===== config.mk =====
export PLATFORM = sky130hd
export DESIGN_NAME = fmdll_lock_ctrl_flat
export DESIGN_NICKNAME = d
export VERILOG_FILES = /design/src/rtl/fmdll_pkg.sv /design/src/rtl/fmdll_lock_ctrl_if.sv /design/src/rtl/fmdll_lock_filter.sv /design/src/rtl/fmdll_lock_ctrl.sv /design/src/flat_wrapper.sv
export SDC_FILE = /design/constraint.sdc
export NUM_CORES = 1
export LEC_CHECK = 0
export CAP_MARGIN = 20
export CORE_UTILIZATION = 56
export CTS_CLUSTER_DIAMETER = 100
export DETAILED_ROUTE_END_ITERATION = 16
export PLACE_DENSITY_LB_ADDON = 0.08
export SLEW_MARGIN = 30
export SYNTH_ARGS = -nofsm -noshare
export SYNTH_HDL_FRONTEND = slang
export SYNTH_HIERARCHICAL = 1
export SYNTH_SLANG_ARGS = --single-unit

===== constraint.sdc =====
create_clock -name i_clk_ext -period 4.1 [get_ports i_clk_ext]
set_clock_uncertainty 0.1 [all_clocks]
set_input_delay 1.025 -clock i_clk_ext [delete_from_list [all_inputs] [get_ports i_clk_ext]]
set_output_delay 1.025 -clock i_clk_ext [all_outputs]
set_load 0.02 [all_outputs]

===== src/rtl/fmdll_pkg.sv =====
// Shared types, constants and the M/N legality check for the FMDLL lock controller.
`timescale 1ns/1ps
package fmdll_pkg;

  localparam int unsigned M_W   = 2;
  localparam int unsigned N_W   = 4;
  localparam int unsigned SEL_W = 2;

  typedef enum logic [2:0] {
    IDLE   = 3'd0,
    RST    = 3'd1,
    WAIT   = 3'd2,
    CHECK  = 3'd3,
    LOCKED = 3'd4,
    FAIL   = 3'd5
  } state_e;

  localparam logic [SEL_W-1:0] SEL_MAX = 2'd3;
  localparam logic [M_W-1:0]   M_DEF   = 2'd1;
  localparam logic [N_W-1:0]   N_DEF   = 4'd1;

  // M in {1,2,3}, N in {1,4,5,8,10}
  function automatic logic is_legal_mn(input logic [M_W-1:0] m, input logic [N_W-1:0] n);
    logic n_ok;
    n_ok = (n == 4'd1) || (n == 4'd4) || (n == 4'd5) || (n == 4'd8) || (n == 4'd10);
    return (m != 2'd0) && n_ok;
  endfunction

endpackage


===== src/rtl/fmdll_lock_ctrl_if.sv =====
// Config request bus between the system config master and the lock controller.
`timescale 1ns/1ps
interface fmdll_lock_ctrl_if;
  import fmdll_pkg::*;

  logic           cfg_valid;
  logic           cfg_ready;
  logic [M_W-1:0] cfg_m;
  logic [N_W-1:0] cfg_n;
  logic           cfg_err;

  modport master (output cfg_valid, cfg_m, cfg_n, input cfg_ready, cfg_err);
  modport slave  (input cfg_valid, cfg_m, cfg_n, output cfg_ready, cfg_err);
endinterface


===== src/rtl/fmdll_lock_filter.sv =====
// Lock indicator conditioning: 2-FF synchronizer plus consecutive-high and
// consecutive-low run counters. i_clr restarts both runs (used on state change).
`timescale 1ns/1ps
module fmdll_lock_filter #(
  parameter int unsigned LOCK_CNT = 32,
  parameter int unsigned LOSS_CYC = 4,
  parameter int unsigned CNT_W    = 10
) (
  input  logic i_clk,
  input  logic i_rst,
  input  logic i_lock,
  input  logic i_clr,
  output logic o_lock_sync,
  output logic o_lock_stable,
  output logic o_lock_lost
);

  localparam logic [CNT_W-1:0] HI_MAX = CNT_W'(LOCK_CNT);
  localparam logic [CNT_W-1:0] LO_MAX = CNT_W'(LOSS_CYC);

  logic             r_meta;
  logic             r_sync;
  logic [CNT_W-1:0] r_hi_cnt;
  logic [CNT_W-1:0] r_lo_cnt;

  // Bring the asynchronous lock indicator into the clk_ext domain
  always_ff @(posedge i_clk) begin
    if (i_rst) begin
      r_meta <= 1'b0;
      r_sync <= 1'b0;
    end else begin
      r_meta <= i_lock;
      r_sync <= r_meta;
    end
  end

  // Saturating run-length counters of the synchronized indicator
  always_ff @(posedge i_clk) begin
    if (i_rst || i_clr) begin
      r_hi_cnt <= '0;
      r_lo_cnt <= '0;
    end else if (r_sync) begin
      r_lo_cnt <= '0;
      if (r_hi_cnt != HI_MAX) r_hi_cnt <= r_hi_cnt + CNT_W'(1);
    end else begin
      r_hi_cnt <= '0;
      if (r_lo_cnt != LO_MAX) r_lo_cnt <= r_lo_cnt + CNT_W'(1);
    end
  end

  assign o_lock_sync   = r_sync;
  assign o_lock_stable = (r_hi_cnt == HI_MAX);
  assign o_lock_lost   = (r_lo_cnt == LO_MAX);

endmodule


===== src/rtl/fmdll_lock_ctrl.sv =====
// FMDLL configuration and band-search lock sequencer (clk_ext domain).
// Optional build macro FMDLL_AUTO_RELOCK_EN: lock loss restarts the band
// search instead of parking in FAIL.
`timescale 1ns/1ps
module fmdll_lock_ctrl
  import fmdll_pkg::*;
#(
  parameter int unsigned RST_CYC    = 16,
  parameter int unsigned SETTLE_CYC = 256,
  parameter int unsigned LOCK_CNT   = 32,
  parameter int unsigned LOSS_CYC   = 4,
  parameter int unsigned CNT_W      = 10
) (
  input  logic                 i_clk_ext,
  input  logic                 i_rst,
  fmdll_lock_ctrl_if.slave     cfg_if,
  input  logic                 i_dll_lock,
  output logic [M_W-1:0]       o_dll_m,
  output logic [N_W-1:0]       o_dll_n,
  output logic                 o_dll_rst_n,
  output logic [SEL_W-1:0]     o_sel,
  output logic                 o_locked,
  output logic                 o_fail
);

  localparam logic [CNT_W-1:0] RST_LAST    = CNT_W'(RST_CYC - 1);
  localparam logic [CNT_W-1:0] SETTLE_LAST = CNT_W'(SETTLE_CYC - 1);

  state_e           r_state;
  state_e           w_next;
  logic [CNT_W-1:0] r_cnt;

  logic [M_W-1:0]   r_dll_m,     w_dll_m_d;
  logic [N_W-1:0]   r_dll_n,     w_dll_n_d;
  logic [SEL_W-1:0] r_sel,       w_sel_d;
  logic             r_dll_rst_n, w_dll_rst_n_d;
  logic             r_locked,    w_locked_d;
  logic             r_fail,      w_fail_d;
  logic             r_cfg_ready, w_cfg_ready_d;
  logic             r_cfg_err,   w_cfg_err_d;

  logic w_hs, w_hs_ok, w_hs_bad, w_state_chg;
  logic w_lock_sync, w_lock_stable, w_lock_lost;

  assign w_hs        = cfg_if.cfg_valid & r_cfg_ready;
  assign w_hs_ok     = w_hs & is_legal_mn(cfg_if.cfg_m, cfg_if.cfg_n);
  assign w_hs_bad    = w_hs & ~is_legal_mn(cfg_if.cfg_m, cfg_if.cfg_n);
  assign w_state_chg = (w_next != r_state);

  fmdll_lock_filter #(
    .LOCK_CNT (LOCK_CNT),
    .LOSS_CYC (LOSS_CYC),
    .CNT_W    (CNT_W)
  ) u_filter (
    .i_clk         (i_clk_ext),
    .i_rst         (i_rst),
    .i_lock        (i_dll_lock),
    .i_clr         (w_state_chg),
    .o_lock_sync   (w_lock_sync),
    .o_lock_stable (w_lock_stable),
    .o_lock_lost   (w_lock_lost)
  );

  // State register and shared phase counter (restarts on every state change)
  always_ff @(posedge i_clk_ext) begin
    if (i_rst) begin
      r_state <= IDLE;
      r_cnt   <= '0;
    end else begin
      r_state <= w_next;
      if (w_state_chg)                           r_cnt <= '0;
      else if (r_state == RST || r_state == WAIT) r_cnt <= r_cnt + CNT_W'(1);
    end
  end

  // Next-state decision
  always_comb begin
    w_next = r_state;
    case (r_state)
      IDLE, FAIL: if (w_hs_ok) w_next = RST;
      RST:        if (r_cnt == RST_LAST) w_next = WAIT;
      WAIT:       if (r_cnt == SETTLE_LAST) w_next = CHECK;
      CHECK: begin
        if (w_lock_stable)          w_next = LOCKED;
        else if (!w_lock_sync)      w_next = (r_sel == SEL_MAX) ? FAIL : RST;
      end
      LOCKED: begin
        if (w_hs_ok)                w_next = RST;
`ifdef FMDLL_AUTO_RELOCK_EN
        else if (w_lock_lost)       w_next = RST;
`else
        else if (w_lock_lost)       w_next = FAIL;
`endif
      end
      default:                      w_next = IDLE;
    endcase
  end

  // Next output values, derived from the transition being taken
  always_comb begin
    w_dll_m_d     = r_dll_m;
    w_dll_n_d     = r_dll_n;
    w_sel_d       = r_sel;
    w_dll_rst_n_d = r_dll_rst_n;
    w_locked_d    = (w_next == LOCKED);
    w_fail_d      = (w_next == FAIL);
    w_cfg_ready_d = (w_next == IDLE) || (w_next == LOCKED) || (w_next == FAIL);
    w_cfg_err_d   = w_hs_bad;
    if (w_hs_ok) begin
      w_dll_m_d = cfg_if.cfg_m;
      w_dll_n_d = cfg_if.cfg_n;
    end
    case (w_next)
      RST:                 w_dll_rst_n_d = 1'b0;
      WAIT, CHECK, LOCKED: w_dll_rst_n_d = 1'b1;
      default:             ;
    endcase
    // Entering RST: next band after a failed check, otherwise a fresh search from band 0
    if (w_state_chg && (w_next == RST)) begin
      if (r_state == CHECK) w_sel_d = r_sel + SEL_W'(1);
      else                  w_sel_d = '0;
    end
  end

  // Output registers
  always_ff @(posedge i_clk_ext) begin
    if (i_rst) begin
      r_dll_m     <= M_DEF;
      r_dll_n     <= N_DEF;
      r_sel       <= '0;
      r_dll_rst_n <= 1'b0;
      r_locked    <= 1'b0;
      r_fail      <= 1'b0;
      r_cfg_ready <= 1'b0;
      r_cfg_err   <= 1'b0;
    end else begin
      r_dll_m     <= w_dll_m_d;
      r_dll_n     <= w_dll_n_d;
      r_sel       <= w_sel_d;
      r_dll_rst_n <= w_dll_rst_n_d;
      r_locked    <= w_locked_d;
      r_fail      <= w_fail_d;
      r_cfg_ready <= w_cfg_ready_d;
      r_cfg_err   <= w_cfg_err_d;
    end
  end

  assign cfg_if.cfg_ready = r_cfg_ready;
  assign cfg_if.cfg_err   = r_cfg_err;
  assign o_dll_m          = r_dll_m;
  assign o_dll_n          = r_dll_n;
  assign o_dll_rst_n      = r_dll_rst_n;
  assign o_sel            = r_sel;
  assign o_locked         = r_locked;
  assign o_fail           = r_fail;

endmodule

===== src/flat_wrapper.sv =====
// flat-port wrapper written by rule: the top's interface ports become plain ports
module fmdll_lock_ctrl_flat import fmdll_pkg::*;
#(
  parameter int unsigned RST_CYC    = 16,
  parameter int unsigned SETTLE_CYC = 256,
  parameter int unsigned LOCK_CNT   = 32,
  parameter int unsigned LOSS_CYC   = 4,
  parameter int unsigned CNT_W      = 10
)
  (i_clk_ext, i_rst, i_dll_lock, o_dll_m, o_dll_n, o_dll_rst_n, o_sel, o_locked, o_fail, cfg_if_cfg_valid, cfg_if_cfg_m, cfg_if_cfg_n, cfg_if_cfg_ready, cfg_if_cfg_err);
  fmdll_lock_ctrl_if cfg_if_i ();
  input  logic i_clk_ext;
  input  logic i_rst;
  input  logic i_dll_lock;
  output logic [M_W-1:0] o_dll_m;
  output logic [N_W-1:0] o_dll_n;
  output logic o_dll_rst_n;
  output logic [SEL_W-1:0] o_sel;
  output logic o_locked;
  output logic o_fail;
  input wire logic [$bits(cfg_if_i.cfg_valid)-1:0] cfg_if_cfg_valid;
  input wire logic [$bits(cfg_if_i.cfg_m)-1:0] cfg_if_cfg_m;
  input wire logic [$bits(cfg_if_i.cfg_n)-1:0] cfg_if_cfg_n;
  output wire logic [$bits(cfg_if_i.cfg_ready)-1:0] cfg_if_cfg_ready;
  output wire logic [$bits(cfg_if_i.cfg_err)-1:0] cfg_if_cfg_err;
  assign cfg_if_i.cfg_valid = cfg_if_cfg_valid;
  assign cfg_if_i.cfg_m = cfg_if_cfg_m;
  assign cfg_if_i.cfg_n = cfg_if_cfg_n;
  assign cfg_if_cfg_ready = cfg_if_i.cfg_ready;
  assign cfg_if_cfg_err = cfg_if_i.cfg_err;
  fmdll_lock_ctrl #(.RST_CYC(RST_CYC), .SETTLE_CYC(SETTLE_CYC), .LOCK_CNT(LOCK_CNT), .LOSS_CYC(LOSS_CYC), .CNT_W(CNT_W)) u_core (.i_clk_ext(i_clk_ext), .i_rst(i_rst), .cfg_if(cfg_if_i), .i_dll_lock(i_dll_lock), .o_dll_m(o_dll_m), .o_dll_n(o_dll_n), .o_dll_rst_n(o_dll_rst_n), .o_sel(o_sel), .o_locked(o_locked), .o_fail(o_fail));
endmodule

==> flow_metrics.py, run 1 <==
metrics = {
    "outcome": {
        "status": "finished, final reports clean",
    },
    "power": {
        "combPwrFrac": 0.082,
        "power_frac_clock": 0.397,
        "p_leak_uw": 0.000963,
        "total_power_uw": 922,
        "p_switching_uw": 199,
        "vdd_ir_drop_max_uv": 206,
        "pwr-share-seq": 0.521,
        "internal_power_uw": 723,
        "powerDensity_nw_per_um2": 337,
        "p_sw_frac": 0.215,
    },
    "synthesis": {
        "synthAdderAreaFrac": 0.0317,
        "ys_seq_area_frac": 0.405,
        "syn_inst": 260,
        "synth_edf_count": 0,
        "ys_warn_count": 6,
        "synth_top_family_by_area": "simple AND/OR/NAND/NOR gates",
        "synth-seq-cells": 48,
        "syn_nets": 276,
        "async_flop_share": 0,
        "synth.distinct_cells": 53,
        "synth_top_area_frac": 0.405,
        "syn_avg_cell_area_um2": 9.12,
        "yosys.area_share.simple": 0.309,
        "synthMuxAreaShare": 0.0427,
        "synthFlopType": "dfxtp_1",
        "synth_compound_area_frac": 0.125,
        "yosysTopAreaCell": "dfxtp_1",
        "synth_xor_area_frac": 0.0480,
        "synth_area_leaders": "dfxtp_1, nor3_2, mux2i_1, nor2_1, ha_1",
        "syn_area_um2": 2370,
    },
    "clock_tree": {
        "cts_resized": 0,
        "root_buffer": "clkbuf_8",
        "clock_path_buffers": 2,
        "hold_buffers": 0,
        "htree_num_levels": 2,
        "cts_tree": "yes",
        "cts.sinks": 48,
        "clock_latency_ns": 0.29,
        "clkTransAtPathRegs_ns": 0.08,
        "cts_buffers": 5,
        "post_cts_buffers": 0,
    },
    "worst_setup_path": {
        "cp_num_buf_inv": 2,
        "r2r_cells": 13,
        "setup.worst_path.class": "reg2reg",
        "start_kind": "flop",
        "r2r-end": "u_core/u_filter/r_lo_cnt[3]$_SDFFE_PP0P_",
        "end_kind": "flop",
        "crit_path_end": "u_core/u_filter/r_lo_cnt[3]$_SDFFE_PP0P_",
        "crit_slowest_cell": "nor3_1",
        "reg2reg_slack_ns": 0.64,
        "startpoint": "u_core/u_filter/r_lo_cnt[0]$_SDFFE_PP0P_",
        "cp_max_fo": 6,
        "cpPeakStageDelay_ns": 0.55,
        "worst_ep_arrival_time_ns": 3.57,
        "path_depth": 13,
        "path_cells": "inv_1, ha_1, or4b_4, or3_4, inv_1, nor2_1, o22ai_1, or3b_4, and2_1, o21ai_2, nor3_1, o31ai_1, o31ai_1",
        "cp.required_ns": 4.21,
        "regToRegStartpoint": "u_core/u_filter/r_lo_cnt[0]$_SDFFE_PP0P_",
        "cp_top_family": "simple AND/OR/NAND/NOR gates",
    },
    "final_layout": {
        "antenna_cells": 0,
        "area_delta_synth_final_pct": 15.5,
        "final_layout_size_suffix_gt1_frac": 0.137,
        "instances_no_fill": 334,
        "mostFrequentLayoutCells": "dfxtp_1, nor2_1, clkdlybuf4s50_1, nand2_1, a21oi_1",
        "final_nets": 299,
        "nFillCells": 347,
        "final_common_cell": "dfxtp_1",
        "post-route-util": 0.680,
    },
    "routing": {
        "drtIter0Drc": 84,
        "wl_um": 4440,
        "drt-wirelength-per-cell_um": 13.3,
        "antenna_left": 0,
        "drt-vias-per-instance": 5.57,
        "vias": 1862,
        "dr.max_layer_used": "met4",
        "first_pass_iters": 4,
        "dr_wl_met2_um": 2200,
        "routedLengthMet1_um": 2110,
        "met3_length_um": 91,
        "post-route-drc-count": 0,
    },
    "sta": {
        "fmax_mhz": 289,
        "rsz0062_at_grt": "no",
        "setup_violations": 0,
        "fin_tns_setup_ns": 0,
        "relSlewSlack": 0.583,
        "hold_viol_final": 0,
        "fin_crit_sh": 0.844,
        "period_needed_ns": 3.46,
        "tightest_slew_ns": 0.620,
        "slew_viol_final": 0,
    },
    "global_route": {
        "grt_max_degree": 22,
        "grt_pass1_wl_um": 7260,
        "grt_overflow": 0,
        "antenna_found_initial": 0,
        "grt_pass1_vias": 1727,
        "grtUsageTotal": 0.213,
    },
    "min_path": {
        "holdCritPathClass": "reg2reg",
    },
    "floorplan": {
        "start_util": 0.589,
        "die_x_um": 67.1,
        "pin_count": 23,
        "die-area_um2": 4500,
        "rows": 23,
        "die_y_um": 67.1,
        "core-area_um2": 4030,
    },
    "place": {
        "dpl.cell_count": 326,
        "gp_congestion": 0.774,
        "dp_hpwl_um": 3200,
        "port_buffers": 22,
    },
    "run": {
        "max-cap-violations": 0,
    },
}
routing by layer:
| layer | up-vias | global-route usage |
|---|---|---|
| met1 | 867 | 0.247 |
| met5 | - | 0 |
| li1 | 977 | - |
| met2 | 14 | 0.366 |
| met3 | 4 | 0.0565 |
| met4 | 0 | 0.0798 |
cell usage after synthesis, types with 3 or more instances:
| library cell | n |
|---|---|
| o21bai_1 | 4 |
| nor2_1 | 23 |
| nand2b_1 | 3 |
| or4_1 | 3 |
| a31oi_1 | 3 |
| mux2i_1 | 9 |
| a21oi_1 | 13 |
| nand2_1 | 15 |
| or3_1 | 8 |
| o21ai_0 | 11 |
| nand4_1 | 3 |
| and3_1 | 4 |
| dfxtp_1 | 48 |
| xnor2_1 | 7 |
| nor2b_1 | 5 |
| xor2_1 | 6 |
| nor3_1 | 7 |
| or3b_2 | 4 |
| ha_1 | 6 |
| clkbuf_1 | 4 |
| nor3_2 | 10 |
| o31ai_1 | 5 |
| nor3b_1 | 5 |
| nand3_1 | 12 |
| inv_1 | 7 |
| nand3b_1 | 3 |
flip-flops by register name, indices dropped and copies added, names as in the netlist:
register                     count
u_core/u_filter/r_meta           1
u_core/r_cnt                    10
u_core/u_filter/r_lo_cnt        10
u_core/o_locked                  1
u_core/u_filter/o_lock_sync      1
u_core/o_fail                    1
u_core/u_filter/r_hi_cnt        10
u_core/cfg_if.cfg_err            1
u_core/r_state                   3
u_core/o_sel                     2
u_core/cfg_if.cfg_ready          1
u_core/o_dll_n                   4
u_core/o_dll_rst_n               1
u_core/o_dll_m                   2
cell families after synthesis:
kind of cell	after synthesis
DFF	48
AOI/OAI and AO/OA	46
xor gates and xnor gates	13
and+or+nand+nor	121
muxes	10
buffers and inverters	16
adders and majority gates	6
worst reg2reg max path, stage by stage, from the launching register on:
cell	delay, ns
dfxtp_1	0.35
inv_1	0.09
ha_1	0.14
or4b_4	0.48
or3_4	0.40
inv_1	0.10
nor2_1	0.06
o22ai_1	0.13
or3b_4	0.17
and2_1	0.15
o21ai_2	0.10
nor3_1	0.55
o31ai_1	0.29
o31ai_1	0.27
cell type report:
type / instances / area (µm²) / share of cell area
flip-flops and latches: 48 / 961 / 0.351
well taps: 50 / 62.6 / 0.0229
multi-input cells: 196 / 1320 / 0.482
clock inverters: 1 / 30.0 / 0.0110
clock buffers: 7 / 96.3 / 0.0352
inverters: 7 / 26.3 / 0.00960
repair buffers: 25 / 243 / 0.0887
power by group through the flow:
stage / Clock, µW / Combinational [µW] / Sequential [µW]
3_5_place_dp: 0 / 75.8 / 491
5_1_grt: 395 / 82.9 / 481
4_1_cts: 377 / 76.1 / 480
3_3_place_gp: 0 / 75.0 / 491
2_1_floorplan: 0 / 49.6 / 492
6_report: 366 / 75.9 / 480
worst min-delay path by stage:
stage	from	endpoint	slack, ns	depth (start not counted)
after CTS	u_core/u_filter/r_meta$_SDFF_PP0_	u_core/u_filter/o_lock_sync$_SDFF_PP0_	0.36	1
after detailed placement	u_core/u_filter/r_meta$_SDFF_PP0_	u_core/u_filter/o_lock_sync$_SDFF_PP0_	0.33	1
final	u_core/u_filter/r_meta$_SDFF_PP0_	u_core/u_filter/o_lock_sync$_SDFF_PP0_	0.36	1
after global placement	u_core/u_filter/r_meta$_SDFF_PP0_	u_core/u_filter/o_lock_sync$_SDFF_PP0_	0.34	1
after floorplan	u_core/u_filter/r_meta$_SDFF_PP0_	u_core/u_filter/o_lock_sync$_SDFF_PP0_	0.31	1
after global routing	u_core/u_filter/r_meta$_SDFF_PP0_	u_core/u_filter/o_lock_sync$_SDFF_PP0_	0.37	1
per-stage QoR:
stage          instance area, µm²  hold slack [ns]  setup WS (ns)
2_1_floorplan                2370            0.314          0.846
3_3_place_gp                 2610            0.338          0.566
3_5_place_dp                 2610            0.327          0.489
4_1_cts                      2740            0.361          0.693
5_1_grt                      2740            0.373          0.419
6_report                     2740            0.356          0.639
No activity file was read; power rests on OpenSTA's default activity.
==> inputs of run 2 (changes only) <==
Settings changed: CORE_UTILIZATION 56 to 51.
Clock period 4.1 ns to 2.93 ns, I/O delays scaled along.
==> run 2 against run 1 <==
  * The run now ends with setup timing left
  * Flip-flop and latch count stayed put
  * Sequential share of layout area is 2.8 points lower
  * Via count is 7.8% higher
  * Die area is 9.5% higher
  * Critical path type unchanged
==> flow_metrics.py, run 2 (synthesis gave the netlist of run 1 again) <==
metrics = {
    "worst_setup_path": {
        "r2r-end": "u_core/u_filter/r_hi_cnt[8]$_SDFFE_PP0P_",
        "r2r_cells": 13,
        "worst_ep_arrival_time_ns": 3.12,
        "start_kind": "flop",
        "regToRegStartpoint": "u_core/u_filter/r_lo_cnt[1]$_SDFFE_PP0P_",
        "cp_max_fo": 5,
        "end_kind": "flop",
        "setup.worst_path.class": "reg2reg",
        "cp.required_ns": 3.07,
        "reg2reg_slack_ns": -0.05,
    },
    "final_layout": {
        "final_common_cell": "dfxtp_1",
        "final_layout_size_suffix_gt1_frac": 0.258,
        "mostFrequentLayoutCells": "dfxtp_1, buf_4, clkdlybuf4s50_1, nor2_1, nand2_1",
        "instances_no_fill": 358,
        "final_nets": 321,
        "top_regs": "u_core/r_cnt: 10 flops, u_core/u_filter/r_hi_cnt: 10 flops, u_core/u_filter/r_lo_cnt: 10 flops",
        "antenna_cells": 0,
        "final_cell_area_um2": 2990,
        "area_delta_synth_final_pct": 26.0,
    },
    "sta": {
        "fmax_mhz": 335,
        "fin_crit_sh": 1.02,
        "period_needed_ns": 2.98,
        "relSlewSlack": 0.592,
        "slew_viol_final": 0,
        "worst_slack_ns": -0.0508,
        "hold_ws_ns": 0.354,
        "fin_tns_setup_ns": -0.0857,
        "tightest_slew_ns": 0.610,
        "setup_violations": 2,
        "hold_viol_final": 0,
        "rsz0062_at_grt": "yes",
    },
    "clock_tree": {
        "cts.sinks": 48,
        "hold_buffers": 0,
        "htree_num_levels": 2,
        "root_buffer": "clkbuf_8",
        "cts_buffers": 5,
        "clock_path_buffers": 2,
        "cts_tree": "yes",
        "clock_latency_ns": 0.30,
        "clkTransAtPathRegs_ns": 0.09,
    },
    "routing": {
        "drt-vias-per-instance": 5.61,
        "first_pass_iters": 4,
        "vias": 2007,
        "wl_um": 4830,
        "drtIter0Drc": 96,
        "antenna_left": 0,
        "drt-wirelength-per-cell_um": 13.5,
        "post-route-drc-count": 0,
    },
    "min_path": {
        "holdCritPathClass": "reg2reg",
        "hold-path-endpoint": "u_core/u_filter/o_lock_sync$_SDFF_PP0_",
        "holdPathStages": 1,
        "min-delay-start": "u_core/u_filter/r_meta$_SDFF_PP0_",
    },
    "outcome": {
        "status": "finished with violations",
        "violations": "setup timing",
    },
    "place": {
        "port_buffers": 22,
        "dpl.cell_count": 345,
        "placed_area_um2": 2770,
        "dp_hpwl_um": 3320,
        "gp_congestion": 0.813,
    },
    "global_route": {
        "grt_overflow": 0,
        "antenna_found_initial": 0,
        "grtUsageTotal": 0.208,
        "grt_pass1_wl_um": 8360,
        "grt_max_degree": 19,
        "grt_pass1_vias": 1896,
    },
    "run": {
        "max-cap-violations": 0,
    },
    "floorplan": {
        "start_util": 0.537,
        "die_y_um": 70.2,
        "pin_count": 23,
        "die-area_um2": 4930,
        "core-area_um2": 4410,
        "rows": 24,
        "die_x_um": 70.2,
    },
    "power": {
        "internal_power_uw": 986,
        "p_sw_frac": 0.230,
        "p_switching_uw": 295,
        "pwr-share-seq": 0.525,
        "vdd_ir_drop_max_uv": 312,
        "p_leak_uw": 0.00108,
        "powerDensity_nw_per_um2": 429,
        "power_frac_clock": 0.366,
        "total_power_uw": 1280,
        "combPwrFrac": 0.109,
    },
}
[run 2: cell count changes in the layout (fill, tap and decap cells not counted), moves of 3 or more]
cell and change:
a21oi_1 -3, a21oi_2 +3, buf_4 +22, inv_1 -3
[run 2: how the worst max path moves through the flow]
stage / start / endpoint / cells after the start
floorplan: u_core/u_filter/r_lo_cnt[0]$_SDFFE_PP0P_ / u_core/u_filter/r_hi_cnt[9]$_SDFFE_PP0P_ / 15
global placement: cfg_if_cfg_n[0] / u_core/u_filter/r_hi_cnt[9]$_SDFFE_PP0P_ / 9
detailed placement: cfg_if_cfg_n[0] / u_core/u_filter/r_hi_cnt[9]$_SDFFE_PP0P_ / 9
CTS: u_core/u_filter/r_lo_cnt[1]$_SDFFE_PP0P_ / u_core/u_filter/r_hi_cnt[9]$_SDFFE_PP0P_ / 13
global route: u_core/u_filter/r_lo_cnt[1]$_SDFFE_PP0P_ / u_core/u_filter/r_hi_cnt[8]$_SDFFE_PP0P_ / 13
finish: u_core/u_filter/r_lo_cnt[1]$_SDFFE_PP0P_ / u_core/u_filter/r_hi_cnt[8]$_SDFFE_PP0P_ / 13
[run 2: per-stage QoR]
stage,worst slack [ns],utilization
floorplan,-0.0299,-
finish,-0.0508,0.677
global placement,-0.0643,0.627
global route,-0.151,0.677
CTS,0.00811,0.656
detailed placement,-0.0926,0.627
[run 2: layout make-up]
| class | count | area, µm² |
|---|---|---|
| inverters | 7 | 28.8 |
| clock buffers | 6 | 72.6 |
| fillers | 366 | 1430 |
| repair buffers | 47 | 408 |
| well taps | 52 | 65.1 |
| multi-input cells | 196 | 1410 |
| flip-flops and latches | 48 | 963 |
| clock inverters | 2 | 35.0 |
[run 2: what timing repair did]
action	CTS	global route
pin swaps	1	7
setup endpoints to repair	2	18
setup buffers	2	3
gates resized for setup	1	16
cloned	0	0
[run 2: routing by layer]
layer | global-route usage | part of all wire | vias to the layer above
li1 | - | - | 1034
met1 | 0.272 | 0.50 | 939
met2 | 0.343 | 0.47 | 28
met3 | 0.0390 | 0.023 | 6
met4 | 0.0733 | 0.0095 | 0
met5 | 0 | 0 | -
[run 2: power by group through the flow]
stage / registers, µW / clock network [µW] / logic, µW
2_1_floorplan: 690 / 0 / 72.4
3_3_place_gp: 687 / 0 / 121
3_5_place_dp: 687 / 0 / 121
4_1_cts: 672 / 482 / 123
5_1_grt: 674 / 506 / 155
6_report: 672 / 468 / 140
[run 2: critical path, cell delays in order, from the launching register on]
cell and delay, ns:
dfxtp_2 0.33, inv_2 0.07, ha_4 0.12, or4b_4 0.47, or3_4 0.43, inv_4 0.07
nor2_2 0.04, o22ai_2 0.12, or3b_4 0.16, and2_4 0.15, o21ai_4 0.09, or3b_4 0.43
a31o_4 0.23, a21oi_2 0.10
==> inputs of run 3 (changes only) <==
Settings changed: CELL_PAD_IN_SITES_DETAIL_PLACEMENT from default to 1, CELL_PAD_IN_SITES_GLOBAL_PLACEMENT from default to 1, CORE_UTILIZATION 51 to 39, SETUP_SLACK_MARGIN from default to 0.02.
==> run 3 against run 2 <==
  * The flow still finishes with violations (setup timing)
  * Non-clock buffer count grew 10
  * Final cell count grew 9.2%
  * Worst hold slack lost 0.0039 ns
  * Flip-flop and latch count is the same
  * Die area grew 30%
  * Critical endpoint is now u_core/u_filter/r_hi_cnt[9]$_SDFFE_PP0P_
  * Largest cell class unchanged
==> flow_metrics.py, run 3 (synthesis gave the netlist of run 1 again) <==
metrics = {
    "clock_tree": {
        "hold_buffers": 0,
        "cts_buffers": 5,
        "clock_latency_ns": 0.30,
        "clock_path_buffers": 2,
        "htree_num_levels": 2,
        "clkTransAtPathRegs_ns": 0.09,
        "cts.sinks": 48,
        "root_buffer": "clkbuf_8",
        "cts_tree": "yes",
    },
    "final_layout": {
        "final_nets": 331,
        "final_layout_size_suffix_gt1_frac": 0.278,
        "nFillCells": 679,
        "mostFrequentLayoutCells": "dfxtp_1, buf_4, clkdlybuf4s50_1, nor2_1, nand2_1",
        "top_regs": "u_core/r_cnt: 10 flops, u_core/u_filter/r_hi_cnt: 10 flops, u_core/u_filter/r_lo_cnt: 10 flops",
        "area_delta_synth_final_pct": 31.1,
        "antenna_cells": 0,
        "final_common_cell": "dfxtp_1",
        "seqCellArea_um2": 963,
        "multi_input_area_um2": 1420,
        "post-route-util": 0.528,
    },
    "min_path": {
        "holdCritPathClass": "reg2reg",
        "holdPathStages": 1,
        "min-delay-start": "u_core/u_filter/r_meta$_SDFF_PP0_",
    },
    "floorplan": {
        "die_y_um": 80.0,
        "rows": 28,
        "die-area_um2": 6400,
        "pin_count": 23,
        "start_util": 0.403,
        "die_x_um": 80.0,
        "core-area_um2": 5890,
    },
    "worst_setup_path": {
        "crit_path_end": "u_core/u_filter/r_hi_cnt[9]$_SDFFE_PP0P_",
        "end_kind": "flop",
        "startpoint": "u_core/u_filter/r_lo_cnt[0]$_SDFFE_PP0P_",
        "worst_ep_arrival_time_ns": 3.08,
        "setup.worst_path.class": "reg2reg",
        "cp.required_ns": 3.07,
        "r2r-end": "u_core/u_filter/r_hi_cnt[9]$_SDFFE_PP0P_",
        "regToRegStartpoint": "u_core/u_filter/r_lo_cnt[0]$_SDFFE_PP0P_",
        "cp_max_fo": 4,
        "r2r_cells": 13,
        "reg2reg_slack_ns": -0.01,
        "start_kind": "flop",
    },
    "power": {
        "pwr-share-seq": 0.514,
        "p_switching_uw": 307,
        "internal_power_uw": 1000,
        "p_leak_uw": 0.00114,
        "combPwrFrac": 0.122,
        "vdd_ir_drop_max_uv": 247,
        "power_frac_clock": 0.364,
        "powerDensity_nw_per_um2": 420,
        "p_sw_frac": 0.235,
    },
    "sta": {
        "rsz0062_at_grt": "yes",
        "setup_violations": 2,
        "tightest_slew_ns": 0.547,
        "slew_viol_final": 0,
        "relSlewSlack": 0.631,
        "fin_crit_sh": 1.00,
        "hold_viol_final": 0,
        "hold_ws_ns": 0.350,
        "fmax_mhz": 340,
        "period_needed_ns": 2.94,
        "worst_slack_ns": -0.0102,
    },
    "routing": {
        "drt-vias-per-instance": 5.25,
        "vias": 2052,
        "drtIter0Drc": 34,
        "antenna_left": 0,
        "first_pass_iters": 5,
        "wl_um": 5410,
        "post-route-drc-count": 0,
        "drt-wirelength-per-cell_um": 13.8,
    },
    "run": {
        "max-cap-violations": 0,
    },
    "global_route": {
        "grt_overflow": 0,
        "grt_max_degree": 20,
        "grt_pass1_wl_um": 9110,
        "grtUsageTotal": 0.182,
        "antenna_found_initial": 0,
        "grt_pass1_vias": 1977,
    },
    "place": {
        "gp_congestion": 0.766,
        "post-place-ws_ns": -0.162,
        "dp_hpwl_um": 4070,
        "port_buffers": 22,
    },
    "outcome": {
        "status": "finished with violations",
        "violations": "setup timing",
    },
}
## run 3: cell types whose count changed in the layout (fill, tap and decap cells not counted), sizes merged
cell and change:
clkinvlp +1, buf +10, clkbuf -1
## run 3: repair_timing
| item | in CTS | in global routing |
|---|---|---|
| resized for setup | 4 | 14 |
| endpoints found under the hold margin | 0 | 0 |
| endpoints found under the setup margin | 1 | 19 |
| buffers inserted | 0 | 3 |
| pin swaps | 1 | 7 |
## run 3: area by class of cell
class	instances	area share
timing repair buffer	57	0.158
tap	75	0.0302
multi-input combinational	196	0.457
inverter	7	0.00926
clock inverter	3	0.0137
clock buffer	5	0.0221
sequential	48	0.310
## run 3: worst min-delay path by stage
stage and end:
4_1_cts u_core/u_filter/o_lock_sync$_SDFF_PP0_, 3_5_place_dp u_core/u_filter/o_lock_sync$_SDFF_PP0_, 2_1_floorplan u_core/u_filter/o_lock_sync$_SDFF_PP0_, 6_report u_core/u_filter/o_lock_sync$_SDFF_PP0_, 5_1_grt u_core/u_filter/o_lock_sync$_SDFF_PP0_, 3_3_place_gp u_core/u_filter/o_lock_sync$_SDFF_PP0_
## run 3: critical path, stage by stage, from the launching register on
cell and delay (ns):
dfxtp_2 0.34, inv_2 0.08, ha_4 0.12, or4b_4 0.45
or3_4 0.42, inv_4 0.07, nor2_2 0.04, o22ai_2 0.11
or3b_4 0.17, and2_4 0.14, o21ai_4 0.08, or3b_4 0.45
a31o_4 0.23, a21oi_2 0.09
## run 3: metal layers
layer	track usage	vias up	wire length [µm]	part of all wire
li1	-	1041	-	-
met1	0.231	992	2580	0.48
met2	0.309	15	2680	0.49
met3	0.0343	4	101	0.019
met4	0.0554	0	59	0.011
met5	0	-	0	0
## run 3: stage by stage
step / setup TNS, ns / area (µm²) / cells / total power [µW]
floorplan: -0.0598 / 2410 / 260 / 763
global placement: -0.390 / 2890 / 380 / 826
detailed placement: -0.908 / 2890 / 380 / 828
CTS: 0 / 3020 / 388 / 1320
global route: -1.03 / 3110 / 391 / 1370
finish: -0.0178 / 3110 / 391 / 1310
## run 3: power groups by stage
stage	registers [µW]	logic [µW]	clock network, µW
final	672	159	476
after global routing	674	176	524
after CTS	672	146	500
after detailed placement	687	141	0
after global placement	686	139	0
after floorplan	690	72.4	0
